--- config.mk ---
export PLATFORM = sky130hd
export DESIGN_NAME = psram_access_arbiter
export DESIGN_NICKNAME = d
export VERILOG_FILES = /design/src/rtl/psram_access_arbiter.sv
export SDC_FILE = /design/constraint.sdc
export NUM_CORES = 1
export LEC_CHECK = 0
export ABC_AREA = 1
export CORE_ASPECT_RATIO = 0.7
export CORE_MARGIN = 8
export CORE_UTILIZATION = 37
export CTS_BUF_LIST = sky130_fd_sc_hd__clkbuf_16
export DETAILED_ROUTE_END_ITERATION = 7
export PLACE_DENSITY = 0.86
export SYNTH_ARGS = -nofsm -noshare
export SYNTH_HDL_FRONTEND = slang
export SYNTH_SLANG_ARGS = --single-unit
--- constraint.sdc ---
create_clock -name clk -period 3.3 [get_ports clk]
set_input_delay 0.66 -clock clk [delete_from_list [all_inputs] [get_ports clk]]
set_output_delay 0.66 -clock clk [all_outputs]
set_load 0.02 [all_outputs]
--- src/rtl/psram_access_arbiter.sv ---
// Two-port arbiter in front of the PSRAM controller command port: camera writer vs display reader.
// One burst command is granted at a time and the port stays owned for the controller's TCMD cycles.
module psram_access_arbiter #(
  parameter int ADDR_WIDTH    = 21,
  parameter int DATA_WIDTH    = 32,
  parameter int TCMD          = 19,
  parameter int READ_PRIORITY = 1
) (
  input  logic                  clk,
  input  logic                  reset_n,
  input  logic                  calib_done,
  input  logic                  wr_rq,
  input  logic [ADDR_WIDTH-1:0] wr_addr,
  input  logic [DATA_WIDTH-1:0] wr_data,
  output logic                  wr_ack,
  input  logic                  rd_rq,
  input  logic [ADDR_WIDTH-1:0] rd_addr,
  output logic                  rd_ack,
  output logic                  rd_data_valid,
  output logic                  mem_cmd,
  output logic                  mem_cmd_en,
  output logic [ADDR_WIDTH-1:0] mem_addr,
  output logic [DATA_WIDTH-1:0] mem_wr_data,
  input  logic                  mem_rd_valid,
  output logic                  busy
);

  localparam int CNT_W = (TCMD > 2) ? $clog2(TCMD) : 1;
  localparam logic [CNT_W-1:0] CNT_LOAD = CNT_W'(TCMD - 1);
  // last_rd_q = 1 means the reader won last; the reset value makes READ_PRIORITY win the first tie.
  localparam logic LAST_RD_RESET = (READ_PRIORITY == 1) ? 1'b0 : 1'b1;

  typedef enum logic [1:0] {
    S_WAIT_CALIB = 2'd0,
    S_ARB        = 2'd1,
    S_BUSY       = 2'd2
  } state_t;

  typedef enum logic [1:0] {
    OWN_NONE   = 2'd0,
    OWN_WRITER = 2'd1,
    OWN_READER = 2'd2
  } owner_t;

  state_t                  state_q;
  owner_t                  owner_q;
  logic                    last_rd_q;
  logic [CNT_W-1:0]        cnt_q;
  logic                    busy_q;
  logic                    cmd_en_q;
  logic                    wr_ack_q;
  logic                    rd_ack_q;
  logic                    mem_cmd_q;
  logic [ADDR_WIDTH-1:0]   mem_addr_q;

  logic                    grant_d;
  logic                    grant_rd_d;

  // Round-robin on a tie: the side that did not win last time goes first.
  always_comb begin
    grant_d    = 1'b0;
    grant_rd_d = 1'b0;
    if (state_q == S_ARB) begin
      grant_d    = wr_rq | rd_rq;
      grant_rd_d = (wr_rq & rd_rq) ? ~last_rd_q : rd_rq;
    end
  end

  always_ff @(posedge clk or negedge reset_n) begin
    if (!reset_n) begin
      state_q    <= S_WAIT_CALIB;
      owner_q    <= OWN_NONE;
      last_rd_q  <= LAST_RD_RESET;
      cnt_q      <= '0;
      busy_q     <= 1'b0;
      cmd_en_q   <= 1'b0;
      wr_ack_q   <= 1'b0;
      rd_ack_q   <= 1'b0;
      mem_cmd_q  <= 1'b0;
      mem_addr_q <= '0;
    end else begin
      cmd_en_q <= 1'b0;
      wr_ack_q <= 1'b0;
      rd_ack_q <= 1'b0;
      case (state_q)
        S_WAIT_CALIB: begin
          if (calib_done) state_q <= S_ARB;
        end
        S_ARB: begin
          if (grant_d) begin
            state_q    <= S_BUSY;
            busy_q     <= 1'b1;
            cmd_en_q   <= 1'b1;
            wr_ack_q   <= ~grant_rd_d;
            rd_ack_q   <= grant_rd_d;
            mem_cmd_q  <= ~grant_rd_d;
            mem_addr_q <= grant_rd_d ? rd_addr : wr_addr;
            owner_q    <= grant_rd_d ? OWN_READER : OWN_WRITER;
            last_rd_q  <= grant_rd_d;
            cnt_q      <= CNT_LOAD;
          end
        end
        S_BUSY: begin
          // The cmd_en cycle plus TCMD-1 further cycles make up one ownership window.
          if (cnt_q == '0) begin
            owner_q <= OWN_NONE;
            busy_q  <= 1'b0;
            state_q <= calib_done ? S_ARB : S_WAIT_CALIB;
          end else begin
            cnt_q <= cnt_q - 1'b1;
          end
        end
        default: begin
          state_q <= S_WAIT_CALIB;
        end
      endcase
    end
  end

  assign mem_wr_data   = (owner_q == OWN_WRITER) ? wr_data : '0;
  assign rd_data_valid = (owner_q == OWN_READER) & mem_rd_valid;

  assign wr_ack     = wr_ack_q;
  assign rd_ack     = rd_ack_q;
  assign mem_cmd    = mem_cmd_q;
  assign mem_cmd_en = cmd_en_q;
  assign mem_addr   = mem_addr_q;
  assign busy       = busy_q;

endmodule

* Word-level counts from Yosys, hierarchy flattened
Cells that the tools add are included.
** Storage, ports and cells
- Flip-flop bits (word level) :: 36
- Logic and storage cells :: 57
- Bits of input ports :: 80
** Operators by class
- Add/sub/neg operators :: 1
- Mux-type cells :: 26
- Reductions and logical operators :: 7
- Equality and inequality tests :: 8
- Bitwise operators :: 5
** Operator list (count)
- 2-to-1 mux 32 bit :: 1
- 2-to-1 mux 21 bit :: 1
- 2-to-1 mux 1 bit :: 12
- 2-to-1 mux 2 bit :: 6
- 2-to-1 mux 5 bit :: 2
- one-hot mux 5 bit (2 select lines) :: 1
- AND reduction 3 bit :: 3
- != test 2 bit (second input constant) :: 4
- one-hot mux 2 bit (3 select lines) :: 1
- zero test 5 bit :: 1
- subtractor 5 x 1 -> 5 bit (second input constant) :: 1
- equality test 2 x 1 -> 1 bit (second input constant) :: 2
- equality test 2 bit (second input constant) :: 2
- one-hot mux 2 bit (2 select lines) :: 1
- bitwise AND 1 bit :: 2
- zero test 2 bit :: 1
- inverter 1 bit :: 2
- one-hot mux 1 bit (2 select lines) :: 1
- AND reduction 2 bit :: 1
- nonzero test 2 bit :: 1
- bitwise OR 1 bit :: 1

* Logic depth before layout (Yosys ltp)
Gate-level depths: netlist of run 1.
- Depth in word-level cells :: 6
- Mapped depth :: 7
- Gate-level depth less buffers :: 7

* Least setup slack after synthesis of run 1
No wires, ideal clock.
- Path kind :: register to output
- Start :: reg owner_q[1]
- End :: out mem_wr_data[10]
- Path slack :: 1636 ps
- Arrival :: 1004 ps
- Data required time :: 2640 ps
- Cell stages (with the launch flop) :: 5
- Cell sequence :: dfrtp_1 > inv_1 > nand2_1 > clkbuf_1 > nor2_1
** On the way
- Longest elaborated chain between the ends :: 2
** RTL lines
- start, declared :: RTL line 46 : owner_t owner_q;
- start signal, assigned :: RTL line 98 : owner_q <= grant_rd_d ? OWN_READER : OWN_WRITER;
- equality test 2 x 1 -> 1 bit :: RTL line 120 : assign mem_wr_data = (owner_q == OWN_WRITER) ? wr_data : '0;
- 2-to-1 mux 32 bit :: RTL line 120
- end, declared :: RTL line 23 : output logic [DATA_WIDTH-1:0] mem_wr_data,
No other way between the ends.

* Worst setup path after layout of run 1
- Start :: in wr_data[27]
- End :: out mem_wr_data[27]
** On the way
- Longest elaborated chain between the ends :: 1
** RTL lines
- start, declared :: RTL line 14 : input logic [DATA_WIDTH-1:0] wr_data,
- 2-to-1 mux 32 bit :: RTL line 120
No other way between the ends.

==> summary.txt, run 1 <==
Outcome
  • Outcome: completed

Critical path
  • Slowest CP cell: clkdlybuf4s50_1
  • Most used cell, CP: clkdlybuf4s50_1
  • CP required: 2.64 ns
  • Worst setup SP type: input port
  • Critical R2R Capture: cnt_q[0]
  • Setup slack, reg-to-reg: between 1.5 and 2 ns
  • Crit path cell chain: clkdlybuf4s50_1 > inv_1 > nor2_1 > clkdlybuf4s50_1
  • Max incr delay on CP: ~0.63 ns
  • Reg2Reg Launch Point: cnt_q[0]
  • Crit path DAT: roughly 1.9 ns
  • Worst setup EP type: output pin
  • Reg2reg path depth: 7
  • Max FO, Critical Path: 1
  • Critical path class: in -> out

Place
  • Placed cell count: 460
  • Port buffer count: roughly 140
  • RePlAce Congestion: 0.8768
  • Dpl hpwl: between 5000 and 6000 µm

CTS
  • TritonCTS clock tree: built
  • CTS Buf Count: 5
  • Post-cts sizing count: 0
  • Clk sinks: 36
  • Postcts setup bufs: 0
  • Clock root buffer master: clkbuf_16
  • Clock buffer depth: 2
  • Worst-path clk slew: 0.05 ns
  • Worst-Skew Late Latency: about 0.28 ns
  • CTS H-tree lvls: 2
  • # hold bufs at CTS: 0

Cells and area
  • Final core occ: between 70% and 80%
  • Most frequent cells in the layout: 137 x clkdlybuf4s50_1, 71 x nand2_1, 51 x nand3_1, 44 x inv_1
  • Final Non-Filler Cells: approximately 470
  • Layout cells sized above 1: about 4.3%
  • Antenna Cells: 0
  • Final net count: 479
  • Commonest non-fill, non-tap cell in the layout: clkdlybuf4s50_1
  • Area Growth Syn to Fin: 83.02%

STA
  • Crit share post-route: about four fifths
  • Max frequency: 387.7 MHz
  • Clk_skew: between 0.001 and 0.0015 ns
  • Setup Total Neg Slack: 0 ns
  • Post-layout minimum cycle time: 2.579 ns
  • Worst slew margin relative to its limit: 47.35%
  • Setup violations, final: 0
  • RSZ-0062 raised after global routing: false
  • Slew @ Worst Pin: 0.7898 ns
  • Fin. Hold Viols: 0
  • Max Slew Vio Count: 0

Power and ir drop
  • Leak: 0.001672 µW
  • Switching power: 1224 µW
  • Pwr dens: between 800 and 900 nW/µm²
  • Sw Share: a little over two fifths
  • Power Total: ~2900 µW
  • Seq pwr share: 26.7%
  • Internal power: about 1700 µW
  • Logic pwr share: ~58%
  • Clock power frac: approximately 15%
  • VDD IR max: 506.8 µV

Yosys
  • Syn Nets: ~340
  • Post-synth EDFFs: 0
  • Post-Syn Instances: ~260
  • FFs w/ async S/R, synth: 100.0%
  • Sequential fraction of the synthesis area: between 40% and 50%
  • Area contributors post-synth: dfrtp_1 48%, nand2_1 14%, nand3_1 14%
  • Mapped cell area: around 1900 µm²
  • Syn avg cell area: ~7.2 µm²
  • Flops & latches, synth: 36
  • Synth warn: 0
  • Synth area leader: dfrtp_1
  • Post-synth top area share: ~48%
  • Post-synth cell types: 18
  • Synth Flop Type: dfrtp_1

Route
  • Routed Antenna Nets: 0
  • DRC: 0
  • Initial DRT Pass Iterations: 4
  • DRT iter0 DRCs: 126
  • Vias per inst: 4.675
  • Via count: roughly 2.2k
  • DR WL/cell: 15.03 µm
  • Routed WL: approximately 7000 µm

Global route
  • GR peak layer: met2
  • Vias in the first global route: 2,227
  • Antenna violations before repair: 0
  • Met2 Use GR: between 30% and 40%
  • First-pass GRT wire length: 11,040 µm
  • Met3 Use GR: just under 9%
  • Largest net degree at the start of global routing: 37
  • GR Overflow Total: 0
  • Met1 Use GR: between 20% and 30%
  • Total GRT Usage: a little under a fifth

Die
  • Die area: 7652 µm²
  • Die Y: between 70 and 80 µm
  • Die Width: 101.2 µm
  • Core Box Area: 4835 µm²
  • Starting density of the core: 38.87%
  • IO Count: approximately 140
  • Row cnt: 21

Worst hold path
  • Worst hold path class: in -> async

Job
  • Max Cap Violations: 0
[cells in the mapped netlist, types with 2 or more instances]
cell,count
inv_1,44
nand4_1,2
nor2_1,36
buf_2,3
dfrtp_1,36
nand3_1,51
nand2_1,71
buf_4,6
clkbuf_1,3
[worst max path at each step]
stage / startpoint / to / slack (ns) / cells after the start
4_1_cts: wr_data[27] / mem_wr_data[27] / 0.71 / 4
5_1_grt: wr_data[28] / mem_wr_data[28] / 0.67 / 4
3_3_place_gp: wr_data[27] / mem_wr_data[27] / 0.71 / 4
3_5_place_dp: wr_data[27] / mem_wr_data[27] / 0.71 / 4
2_1_floorplan: owner_q[1] / mem_wr_data[10] / 1.64 / 4
6_report: wr_data[27] / mem_wr_data[27] / 0.72 / 4
[flip-flops by register name (all words and copies together) (netlist names)]
signal,cells
mem_addr,21
cnt_q,5
owner_q,2
state_q,2
busy,1
last_rd_q,1
mem_cmd,1
mem_cmd_en,1
rd_ack,1
wr_ack,1
[cells by family after synthesis]
group / after synthesis / share of synthesized area (%)
adders and majority gates: 1 / 0.6657
DFF: 36 / 47.94
xor gates and xnor gates: 1 / 0.4661
AOI/OAI and AO/OA: 3 / 1.198
buffers and inverters: 57 / 12.78
and+or+nand+nor: 163 / 36.95
[routing by layer]
metal  vias up  routed length [µm]
li1       1065                   -
met2       121                3134
met5         -                   0
met4         0                  63
met3         7                 996
met1       995                2839
[power groups by stage]
| stage | sequential (µW) | combinational (µW) | clock, µW |
|---|---|---|---|
| floorplan | 938 | 715 | 0 |
| detailed placement | 771 | 1700 | 0 |
| global placement | 765 | 1660 | 0 |
| global route | 796 | 1830 | 470 |
| CTS | 774 | 1700 | 450 |
| finish | 774 | 1670 | 445 |
[area by class of cell]
type / instances / area [µm²]
inverters: 45 / 168.9
repair buffers: 142 / 1406
flip-flops and latches: 36 / 900.9
fillers: 384 / 1395
well taps: 69 / 86.33
multi-input cells: 168 / 738.2
clock inverters: 3 / 13.76
clock buffers: 5 / 125.1
[through the flow]
step | worst slack [ns] | instance area [µm²] | hold slack [ns]
after floorplan | 1.636 | 1879 | 0.3644
after global placement | 0.7079 | 3301 | 0.4565
after detailed placement | 0.7111 | 3301 | 0.4702
after CTS | 0.7112 | 3440 | 0.4838
after global routing | 0.6703 | 3440 | 0.5080
final | 0.7207 | 3440 | 0.4665
[critical path, delay by kind of cell]
family | cells | cell delay, ns
buffers and inverters | 3 | 1.13
and+or+nand+nor | 1 | 0.13
(Power assumes the default switching activity.)
==> run 2: changes to the inputs <==
CORE_UTILIZATION = 31   (was 37)
PLACE_DENSITY = 0.77   (was 0.86)
clock period = 2.1 ns   (was 3.3 ns; I/O delays follow)
==> summary.txt, run 2 (synthesized netlist as in run 1, its figures left out) <==
Outcome
  • Outcome: completed

Job
  • Max Cap Violations: 0 (unchanged)

Place
  • Port buffer count: 138 (unchanged)
  • Placed cell count: 470 (+2.2%)
  • Pre-CTS setup slack: 0.009306 ns (-0.7018 ns)
  • RePlAce Congestion: 0.8177 (-6.7%)
  • Dpl hpwl: 5752 µm (+0.53%)

Power and ir drop
  • Sw Share: 42.96% (+0.66 points)
  • Leak: 0.001810 µW (+8.3%)
  • Seq pwr share: 27.4% (+0.7 points)
  • Switching power: 1882 µW (+54%)
  • Pwr dens: 1277 nW/µm² (+52%)
  • Logic pwr share: 57.0% (-0.9 points)
  • Internal power: 2499 µW (+50%)
  • Clock power frac: 15.7% (+0.3 points)
  • VDD IR max: 646.1 µV (+27%)

STA
  • Crit share post-route: between 90% and 100%
  • Max frequency: ~490 MHz
  • RSZ-0062 raised after global routing: false
  • Worst Setup Slack, final: 0.07677 ns (-0.6439 ns)
  • Post-layout minimum cycle time: between 2 and 2.5 ns
  • Clk_skew: 0.006655 ns (+0.005190 ns)
  • Max Slew Vio Count: 0 (unchanged)
  • Worst slew margin relative to its limit: 61.44% (+14 points)
  • Setup Total Neg Slack: 0 ns (unchanged)
  • Setup violations, final: 0 (unchanged)
  • Fin. Hold Viols: 0 (unchanged)
  • Slew @ Worst Pin: 0.5784 ns (-0.2114 ns)

Cells and area
  • Area Growth Syn to Fin: 82.62%
  • Max FFs per register: 21 (unchanged)
  • Final core occ: 59.33% (-12 points)
  • Antenna Cells: 0 (unchanged)
  • Final net count: 483 (+0.84%)
  • Most frequent cells in the layout: 105 x clkdlybuf4s50_1, 71 x nand2_1, 51 x nand3_1, 45 x inv_1
  • Layout cells sized above 1: 4.975% (+0.71 points)
  • Commonest non-fill, non-tap cell in the layout: clkdlybuf4s50_1
  • Fill count: 567 (+48%)
  • Register Area: 900.9 µm² (unchanged)
  • Final Non-Filler Cells: 477 (+1.9%)
  • Multi-input gate area: 738.2 µm² (unchanged)

Critical path
  • Worst setup EP type: output pin
  • Worst setup SP type: input port
  • Setup slack, reg-to-reg: 0.69 ns (-1.12 ns)
  • Reg2reg path depth: 7 (unchanged)
  • Crit path cell chain: clkdlybuf4s50_1 > nand2_1 > nor2_1 > clkdlybuf4s50_1
  • Critical path class: in -> out
  • Max FO, Critical Path: 1 (unchanged)
  • Max incr delay on CP: 0.60 ns (-0.03 ns)
  • Slowest CP cell: clkdlybuf4s50_1
  • Reg2Reg Launch Point: cnt_q[1]
  • Most used cell, CP: clkdlybuf4s50_1
  • Crit path DAT: 1.60 ns (-0.32 ns)
  • CP required: 1.68 ns (-0.96 ns)
  • Critical R2R Capture: cnt_q[3]

CTS
  • Clock buffer depth: 2 (unchanged)
  • Postcts setup bufs: 0 (unchanged)
  • Worst-Skew Late Latency: 0.27 ns (about the same)
  • CTS H-tree lvls: 2 (unchanged)
  • Clk sinks: 36 (unchanged)
  • Worst-path clk slew: 0.05 ns (about the same)
  • TritonCTS clock tree: built
  • Clock root buffer master: clkbuf_16
  • CTS Buf Count: 5 (unchanged)

Route
  • Via count: 2,122 (-3.0%)
  • DRC: 0 (unchanged)
  • Routed Antenna Nets: 0 (unchanged)
  • DR WL/cell: 14.86 µm (-1.2%)
  • Initial DRT Pass Iterations: 4 (unchanged)
  • Vias per inst: 4.449 (-4.8%)
  • DRT iter0 DRCs: 87 (-31%)
  • Routed WL: 7087 µm (+0.74%)

Die
  • Row cnt: 23 (+9.5%)
  • IO Count: 139 (unchanged)
  • Die Y: 81.15 µm (+7.3%)
  • Core Box Area: 5784 µm² (+20%)
  • Die Width: 109.1 µm (+7.8%)
  • Starting density of the core: 32.49% (-6.4 points)
  • Die area: 8850 µm² (+16%)

Global route
  • Largest net degree at the start of global routing: 33 (-11%)
  • Antenna violations before repair: 0 (unchanged)
  • GR Overflow Total: 0 (unchanged)
  • Vias in the first global route: 2,240 (+0.58%)
  • First-pass GRT wire length: 11,080 µm (+0.37%)
  • Total GRT Usage: 15.99% (-2.6 points)

Worst hold path
  • Worst hold path class: in -> async
## run 2: final cells by class
cell class              count  share of cell area, %
clock buffers               5                  3.646
clock inverters             2                 0.2552
inverters                  45                  4.922
multi-input cells         168                  21.51
flip-flops and latches     36                  26.25
well taps                  75                  2.734
repair buffers            146                  40.69
## run 2: metal layers
layer,GRT usage (%),up-vias,share of wire (%)
met5,0,-,0
met4,5.442,0,0.97
met3,8.221,4,15
met2,25.24,105,41
met1,18.43,943,43
li1,-,1070,-
## run 2: power by group through the flow
stage | clock network [µW] | registers [µW] | logic [µW]
2_1_floorplan | 0 | 1470 | 1120
3_3_place_gp | 0 | 1200 | 2630
3_5_place_dp | 0 | 1200 | 2670
4_1_cts | 704 | 1200 | 2540
5_1_grt | 739 | 1240 | 2750
6_report | 686 | 1200 | 2500
## run 2: what timing repair did
action	CTS	global route
endpoints found under the setup margin	32	0
resized for setup	32	0
hold buffers	0	0
hold endpoints to repair	0	0
## run 2: through the flow
step | cell area [µm²] | power [µW] | hold WS, ns
2_1_floorplan | 1879 | 2598 | 0.1244
3_3_place_gp | 3338 | 3826 | 0.4496
3_5_place_dp | 3338 | 3876 | 0.4588
4_1_cts | 3432 | 4444 | 0.1580
5_1_grt | 3432 | 4728 | 0.1840
6_report | 3432 | 4381 | 0.1396
## run 2: worst max-delay path by stage
stage	end	slack (ns)	cells after the start	start
finish	rd_data_valid	0.08	4	mem_rd_valid
global route	rd_data_valid	0.03	4	mem_rd_valid
CTS	rd_data_valid	0.07	4	mem_rd_valid
detailed placement	mem_wr_data[25]	0.009	4	wr_data[25]
global placement	mem_wr_data[3]	0.03	4	wr_data[3]
floorplan	mem_wr_data[10]	0.68	4	owner_q[1]
## run 2: worst max-delay path: cells and delay by family
kind                   cells  cell delay, ns
AND/OR/NAND/NOR            2            0.13
buffers and inverters      2            1.05
